<file path="config.mk">
export PLATFORM = sky130hd
export DESIGN_NAME = mul8_seq_flat
export DESIGN_NICKNAME = d
export VERILOG_FILES = /design/src/rtl/mul8_seq_if.sv /design/src/rtl/mul8_seq.sv /design/src/flat_wrapper.sv
export SDC_FILE = /design/constraint.sdc
export NUM_CORES = 1
export LEC_CHECK = 0
export ABC_AREA = 1
export CAP_MARGIN = 25
export CORE_MARGIN = 1
export CORE_UTILIZATION = 40
export CTS_BUF_LIST = sky130_fd_sc_hd__clkbuf_4 sky130_fd_sc_hd__clkbuf_8 sky130_fd_sc_hd__clkbuf_16
export DETAILED_ROUTE_END_ITERATION = 10
export GPL_TIMING_DRIVEN = 0
export PLACE_DENSITY = 0.68
export SETUP_SLACK_MARGIN = 0.2
export SYNTH_ARGS = -nofsm -noshare
export SYNTH_HDL_FRONTEND = slang
export SYNTH_SLANG_ARGS = --single-unit
</file>
<file path="constraint.sdc">
create_clock -name clk -period 1.95 [get_ports clk]
set_clock_uncertainty 0.05 [all_clocks]
set_input_delay 0.39 -clock clk [delete_from_list [all_inputs] [get_ports clk]]
set_output_delay 0.39 -clock clk [all_outputs]
set_load 0.01 [all_outputs]
</file>
<file path="src/rtl/mul8_seq_if.sv">
// Request/response bundle for the sequential multiplier.
// master = execute stage, slave = multiplier.
interface mul8_seq_if;
    logic        in_valid;
    logic        in_ready;
    logic [7:0]  in_a;
    logic [7:0]  in_b;
    logic        out_valid;
    logic        out_ready;
    logic [15:0] out_prod;
    logic        busy;

    modport master (
        output in_valid, in_a, in_b, out_ready,
        input  in_ready, out_valid, out_prod, busy
    );

    modport slave (
        input  in_valid, in_a, in_b, out_ready,
        output in_ready, out_valid, out_prod, busy
    );
endinterface

</file>
<file path="src/rtl/mul8_seq.sv">
// 8x8 unsigned shift-add multiplier, one time-shared adder8.
// Eight RUN iterations per request; zero operands may bypass.
module adder8 (
    input  logic [7:0] a,
    input  logic [7:0] b,
    input  logic       cin,
    output logic [7:0] sum,
    output logic       cout
);
    assign {cout, sum} = {1'b0, a} + {1'b0, b} + {8'd0, cin};
endmodule

module mul8_seq #(
    parameter bit ZERO_BYPASS = 1'b1
) (
    input  logic      clk,
    input  logic      rst_n,
    mul8_seq_if.slave bus
);
    typedef enum logic [1:0] {
        IDLE = 2'd0,
        RUN  = 2'd1,
        DONE = 2'd2
    } state_t;

    state_t      state, state_n;
    logic [7:0]  mcand;
    logic [16:0] p;
    logic [2:0]  cnt;
    logic [7:0]  add_b;
    logic [7:0]  sum;
    logic        cout;
    logic        accept;
    logic        zero_op;
    logic        unused_p16;

    assign accept  = bus.in_valid && (state == IDLE);
    assign zero_op = ZERO_BYPASS &&
                     ((bus.in_a == 8'd0) || (bus.in_b == 8'd0));

    assign add_b = p[0] ? mcand : 8'h00;

    adder8 u_add (
        .a   (p[15:8]),
        .b   (add_b),
        .cin (1'b0),
        .sum (sum),
        .cout(cout)
    );

    always_ff @(posedge clk or negedge rst_n) begin
        if (!rst_n) state <= IDLE;
        else        state <= state_n;
    end

    always_comb begin
        state_n = state;
        unique case (1'b1)
            (state == IDLE): begin
                if (accept) state_n = zero_op ? DONE : RUN;
            end
            (state == RUN): begin
                if (cnt == 3'd7) state_n = DONE;
            end
            (state == DONE): begin
                if (bus.out_ready) state_n = IDLE;
            end
            default: state_n = IDLE;
        endcase
    end

    // Shift right the 17-bit {cout, sum, low byte} each iteration.
    always_ff @(posedge clk or negedge rst_n) begin
        if (!rst_n) begin
            mcand <= 8'd0;
            p     <= 17'd0;
            cnt   <= 3'd0;
        end else if (accept) begin
            mcand <= bus.in_a;
            cnt   <= 3'd0;
            p     <= zero_op ? 17'd0 : {9'd0, bus.in_b};
        end else if (state == RUN) begin
            p   <= {1'b0, cout, sum, p[7:1]};
            cnt <= cnt + 3'd1;
        end
    end

    assign unused_p16 = p[16];

    assign bus.in_ready  = (state == IDLE);
    assign bus.out_valid = (state == DONE);
    assign bus.busy      = (state != IDLE);
    assign bus.out_prod  = p[15:0];
endmodule
</file>
<file path="src/flat_wrapper.sv">
// flat-port wrapper written by rule: the top's interface ports become plain ports
module mul8_seq_flat 
#(
    parameter bit ZERO_BYPASS = 1'b1
)
  (clk, rst_n, bus_in_valid, bus_in_a, bus_in_b, bus_out_ready, bus_in_ready, bus_out_valid, bus_out_prod, bus_busy);
  mul8_seq_if bus_i ();
  input  logic clk;
  input  logic rst_n;
  input wire logic [$bits(bus_i.in_valid)-1:0] bus_in_valid;
  input wire logic [$bits(bus_i.in_a)-1:0] bus_in_a;
  input wire logic [$bits(bus_i.in_b)-1:0] bus_in_b;
  input wire logic [$bits(bus_i.out_ready)-1:0] bus_out_ready;
  output wire logic [$bits(bus_i.in_ready)-1:0] bus_in_ready;
  output wire logic [$bits(bus_i.out_valid)-1:0] bus_out_valid;
  output wire logic [$bits(bus_i.out_prod)-1:0] bus_out_prod;
  output wire logic [$bits(bus_i.busy)-1:0] bus_busy;
  assign bus_i.in_valid = bus_in_valid;
  assign bus_i.in_a = bus_in_a;
  assign bus_i.in_b = bus_in_b;
  assign bus_i.out_ready = bus_out_ready;
  assign bus_in_ready = bus_i.in_ready;
  assign bus_out_valid = bus_i.out_valid;
  assign bus_out_prod = bus_i.out_prod;
  assign bus_busy = bus_i.busy;
  mul8_seq #(.ZERO_BYPASS(ZERO_BYPASS)) u_core (.clk(clk), .rst_n(rst_n), .bus(bus_i));
endmodule
</file>
Yosys cells after proc, flatten, opt, wreduce, memory -nomap -nowiden. Cells that the tools add are included.

Bits in registers: 29. Latch bits: 0. Bits in writable memories: 0. Memory bits (read-only): 0. Bits of input ports: 20. Output and inout bits: 19. Logic and storage cells: 31. Memories: 0.

$add $sub $neg: 2. Multipliers: 0. Div/mod/pow operators: 0. $lt $le $gt $ge: 0. Eq/ne operators: 6. Shifts and indexed selects: 0. Multiplexer cells: 11. Bitwise gates (word level): 0. Reductions and logical operators: 8.

Operators with widths (count): 2-to-1 mux 16 bit (2); logical NOT 8 bit (2); 2-to-1 mux 8 bit (2); adder 8 x 8 -> 9 bit (1); 2-to-1 mux 2 bit (4); 2-to-1 mux 3 bit (2); case mux 2 bit (3 select lines) (1); != test 2 bit (second input constant) (2); nonzero test 2 bit (2); adder 3 x 1 -> 3 bit (second input constant) (1); == test 3 bit (second input constant) (1); AND reduction 3 bit (1); == test 2 x 1 -> 1 bit (second input constant) (1); == test 2 bit (second input constant) (1); logical NOT 2 bit (1); != test 2 x 1 -> 1 bit (second input constant) (1); logical AND 1 bit (1); logical OR 1 bit (1).

Depth between registers and ports, before layout.
Depth after elaboration: 5. Gate-level depth with buffers: 12. Depth with buffers taken out: 11.

By module. Synthesis repeated with hierarchy kept, for this count alone.

Cells, all modules: 251. Area, all modules: 1879.3 um^2.

By module, submodules not included: mul8_seq (instances 1, cells an instance 192, area each 1495.2 um^2, seq. area each 725.7 um^2); adder8 (instances 1, cells an instance 59, area each 384.1 um^2, seq. area each 0.0 um^2).

Worst setup path before layout. OpenSTA, ideal clock, no wires.

Kind: reg2reg. Start: register u_core.p[0]. End: register u_core.p[15]. Setup time: 0.116 ns. Data arrival time: 1.659 ns. Required time: 1.784 ns. Setup slack: 0.124 ns. Stages on the path, launching flop included: 12. Buffers on the path: 1. Clock period less this slack: 1.826 ns. Path through: dfrtp_1 > clkbuf_1 > nand2_1 > inv_1 > ha_1 > fa_1 > nand3_1 > nand3_1 > nand2_1 > nand2_1 > nand2_1 > nand2_1.

Cells in the longest elaborated chain, start to end: 4.

RTL lines: start: declaration (line mul8_seq.sv:28) `logic [16:0] p;`; start signal: assignment (line mul8_seq.sv:81) `p <= zero_op ? 17'd0 : {9'd0, bus.in_b};`; start signal: assignment (line mul8_seq.sv:83) `p <= {1'b0, cout, sum, p[7:1]};`; 2-to-1 mux 8 bit (line mul8_seq.sv:41) `assign add_b = p[0] ? mcand : 8'h00;`; adder 8 x 8 -> 9 bit (line mul8_seq.sv:10) `assign {cout, sum} = {1'b0, a} + {1'b0, b} + {8'd0, cin};`; 2-to-1 mux 16 bit (line mul8_seq.sv:82) `end else if (state == RUN) begin`; 2-to-1 mux 16 bit (line mul8_seq.sv:78) `end else if (accept) begin`.

Every way passes these cells. The select of a mux whose other input is x is not followed. A chain may end at the register's enable or synchronous reset.

Worst setup path in the final report. Same ends and word-level chain as after synthesis.

==> metrics.md <==
| Metric | Value |
|---|---|
| Outcome | `complete, no violations` |
| Worst Setup EP | `u_core.p[15]$_DFFE_PN0P_` |
| CTS tree | `done` |
| IO Pins | `39` |
| Worst Setup Start Kind | `flop` |
| DP Cell Count | `313` |
| Max-slew violation count | `0` |
| CP required | `2070 ps` |
| RSZ-0062 raised after global routing | `yes` |
| Wire length on met2 | `~2 mm` |
| FMAX | `570 MHz` |
| Reg clk slew, reported paths | `around 70 ps` |
| Post-Route WL | `4.02 mm` |
| Post-place setup slack | `~98 ps` |
| Post-synthesis cell area | `1720 um2` |
| P_leak | `1.28 nW` |
| DR WL/cell | `12.3 um` |
| Peak supply drop | `0.771 mV` |
| ANT cells | `0` |
| Die Y | `just under 70 um` |
| Die area | `4580 um2` |
| M1 WL | `1.84 mm` |
| Row cnt | `23` |
| Reg2Reg Depth | `11` |
| Top cell type's share of synthesized area | `42.1%` |
| Post-synthesis sequential area ratio | `42.1%` |
| Worst setup startpoint | `u_core.p[0]$_DFFE_PN0P_` |
| Post-DP HPWL | `2.83 mm` |
| Pwr dens | `1590 nW/um2` |
| Max clock buf depth | `2` |
| Core area | `4060 um2` |
| H-tree depth | `2` |
| DRT Pass-1 Iters | `5` |
| Post-synth cell types | `25` |
| Nets | `about 310` |
| Num CTS Buffers | `5` |
| Syn. warnings | `0` |
| Initial core utilization | `42.5%` |
| Mean Syn Cell Area | `7.70 um2` |
| Port Buffer Count | `38` |
| Layout area overhead | `40.4%` |
| Hold WC Path Type | `reg -> reg` |
| Worst-path fanout max | `5` |
| Post-synthesis net count | `approximately 260` |
| Synth area leader | `dfrtp_1` |
| Met3 WL post-DR | `between 150 and 200 um` |
| Top sig layer | `met4` |
| Skew-Pair Late Insertion Delay | `280 ps` |
| Largest net degree at the start of global routing | `17` |
| FF-to-FF setup slack | `200 ps` |
| WS Path Type | `reg -> reg` |
| Initial drt markers | `77` |
| First-pass GRT wire length | `6.43 mm` |
| Critical path endpoint category | `flop` |
| Final Cycle Share | `90.0%` |
| Top area cells in the synthesized netlist | `dfrtp_1 42%, nand2_1 18%, ha_1 7.3%` |
| DRC | `0` |
| Final min period | `1750 ps` |
| Number of global-route vias before repair | `1487` |
| R2r endpoint | `u_core.p[15]$_DFFE_PN0P_` |
| Reg-to-Reg Start | `u_core.p[0]$_DFFE_PN0P_` |
| Finished Layout Cells | `roughly 330` |
| Post-route setup slack | `195 ps` |
| Filler instances | `357` |
| Final Util | `59.7%` |
| Total track usage | `19.4%` |
| Root Driver | `clkbuf_8` |
| Final setup fails | `0` |
| Post-DRT Antenna Nets | `0` |
| Grt total ovfl | `0` |
| Via density | `4.94` |
| Die Width | `67.7 um` |
| Clock sink count | `29` |
| Crit path DAT | `1880 ps` |
| Layout cell share with drive strength beyond 1 | `17.7%` |
| FF+latch count, synth | `29` |
| Count of final hold-check violations | `0` |
| MaxCap Viol Count | `0` |
| Initial antenna violation count | `0` |
| Slew at the pin closest to its max-slew limit | `~740 ps` |
| Synthesized instance count | `224` |
| Gpl congestion | `0.793` |
| Via count | `1614` |
| # hold bufs at CTS | `0` |
| Slew headroom | `50.5%` |
-- worst max-delay path, cell delays in order (launching register included) --
cell and delay, ps:
dfrtp_1 420, clkbuf_8 170, nand2_2 50, inv_2 40
ha_4 150, fa_2 380, nand3_2 90, nand3_2 70
nand2_1 70, nand2_1 50, nand2_1 60, nand2_1 50
-- registers in the layout, indices dropped and copies added, names as in the netlist --
signal,flops
u_core.cnt,3
u_core.mcand,8
u_core.p,16
u_core.state,2
-- cell type report --
class	instances	area (um2)	area share, %
timing repair buffer	45	439	18.1
multi-input combinational	161	948	39.2
clock buffer	6	76.3	3.15
buffer	4	37.5	1.55
sequential	29	727	30.0
tap	50	62.6	2.58
clock inverter	2	10.0	0.413
inverter	30	120	4.96
-- stage by stage --
step / hold WS [ps] / instance area, um2 / power, mW / TNS (ps)
3_3_place_gp: 415 / 2170 / 3.04 / -1300
4_1_cts: 433 / 2350 / 3.70 / 0
2_1_floorplan: 44.4 / 1730 / 2.41 / 0
6_report: 432 / 2420 / 3.85 / 0
5_1_grt: 454 / 2420 / 4.17 / 0
3_5_place_dp: 417 / 2190 / 3.11 / 0
-- timing repair --
item / in CTS / in global routing
setup buffers: 4 / 1
setup endpoints to repair: 6 / 9
cloned: 1 / 0
resized for setup: 13 / 12
pin swaps: 5 / 2
-- worst min path at each step --
stage / from / end / slack [ps] / depth (start not counted)
after floorplan: rst_n / u_core.cnt[0]$_DFFE_PN0P_ / 40 / 0
after global placement: u_core.mcand[4]$_DFFE_PN0P_ / u_core.mcand[4]$_DFFE_PN0P_ / 410 / 2
after detailed placement: u_core.mcand[3]$_DFFE_PN0P_ / u_core.mcand[3]$_DFFE_PN0P_ / 420 / 2
after CTS: u_core.mcand[3]$_DFFE_PN0P_ / u_core.mcand[3]$_DFFE_PN0P_ / 430 / 2
after global routing: u_core.cnt[0]$_DFFE_PN0P_ / u_core.cnt[0]$_DFFE_PN0P_ / 450 / 1
final: u_core.mcand[4]$_DFFE_PN0P_ / u_core.mcand[4]$_DFFE_PN0P_ / 430 / 2
-- Yosys cell counts (all sizes together) --
cell    count
nand2      83
inv        30
dfrtp      29
nor2       20
nand3      16
a21oi      13
ha         10
o22ai       8
a22o        3
buf         3
nand4       3
o21ai       3
and2        1
clkbuf      1
fa          1
-- cell usage in the layout, fill, tap and decap left out, drive strengths merged --
cell / count
a22o: 3
clkbuf: 8
and2: 1
clkdlybuf4s50: 34
clkinv: 2
nand2: 83
o21ai: 3
ha: 10
buf: 9
dfrtp: 29
nand3: 16
inv: 30
nor2: 20
dlygate4sd2: 3
nand4: 3
fa: 1
a21oi: 13
o22ai: 8
dlymetal6s2s: 1
-- power breakdown --
part	switching, mW	internal (mW)
clock	0.233	0.261
combinational	1.18	1.06
sequential	0.239	0.882
total	1.65	2.20
-- cell families (layout without fill, tap and decap cells) --
group	Yosys count	after routing	synth area share [%]
fa+ha+maj	11	11	8.42
compound gates	27	27	9.07
simple gates	123	123	31.9
flops	29	29	42.1
buf+inv	34	87	8.56
-- routing by layer --
metal | GRT usage [%] | vias up
li1 | - | 825
met1 | 23.7 | 749
met2 | 31.8 | 34
met3 | 5.24 | 6
met5 | 0 | -
met4 | 8.51 | 0
No activity file was read; power rests on OpenSTA's default activity.
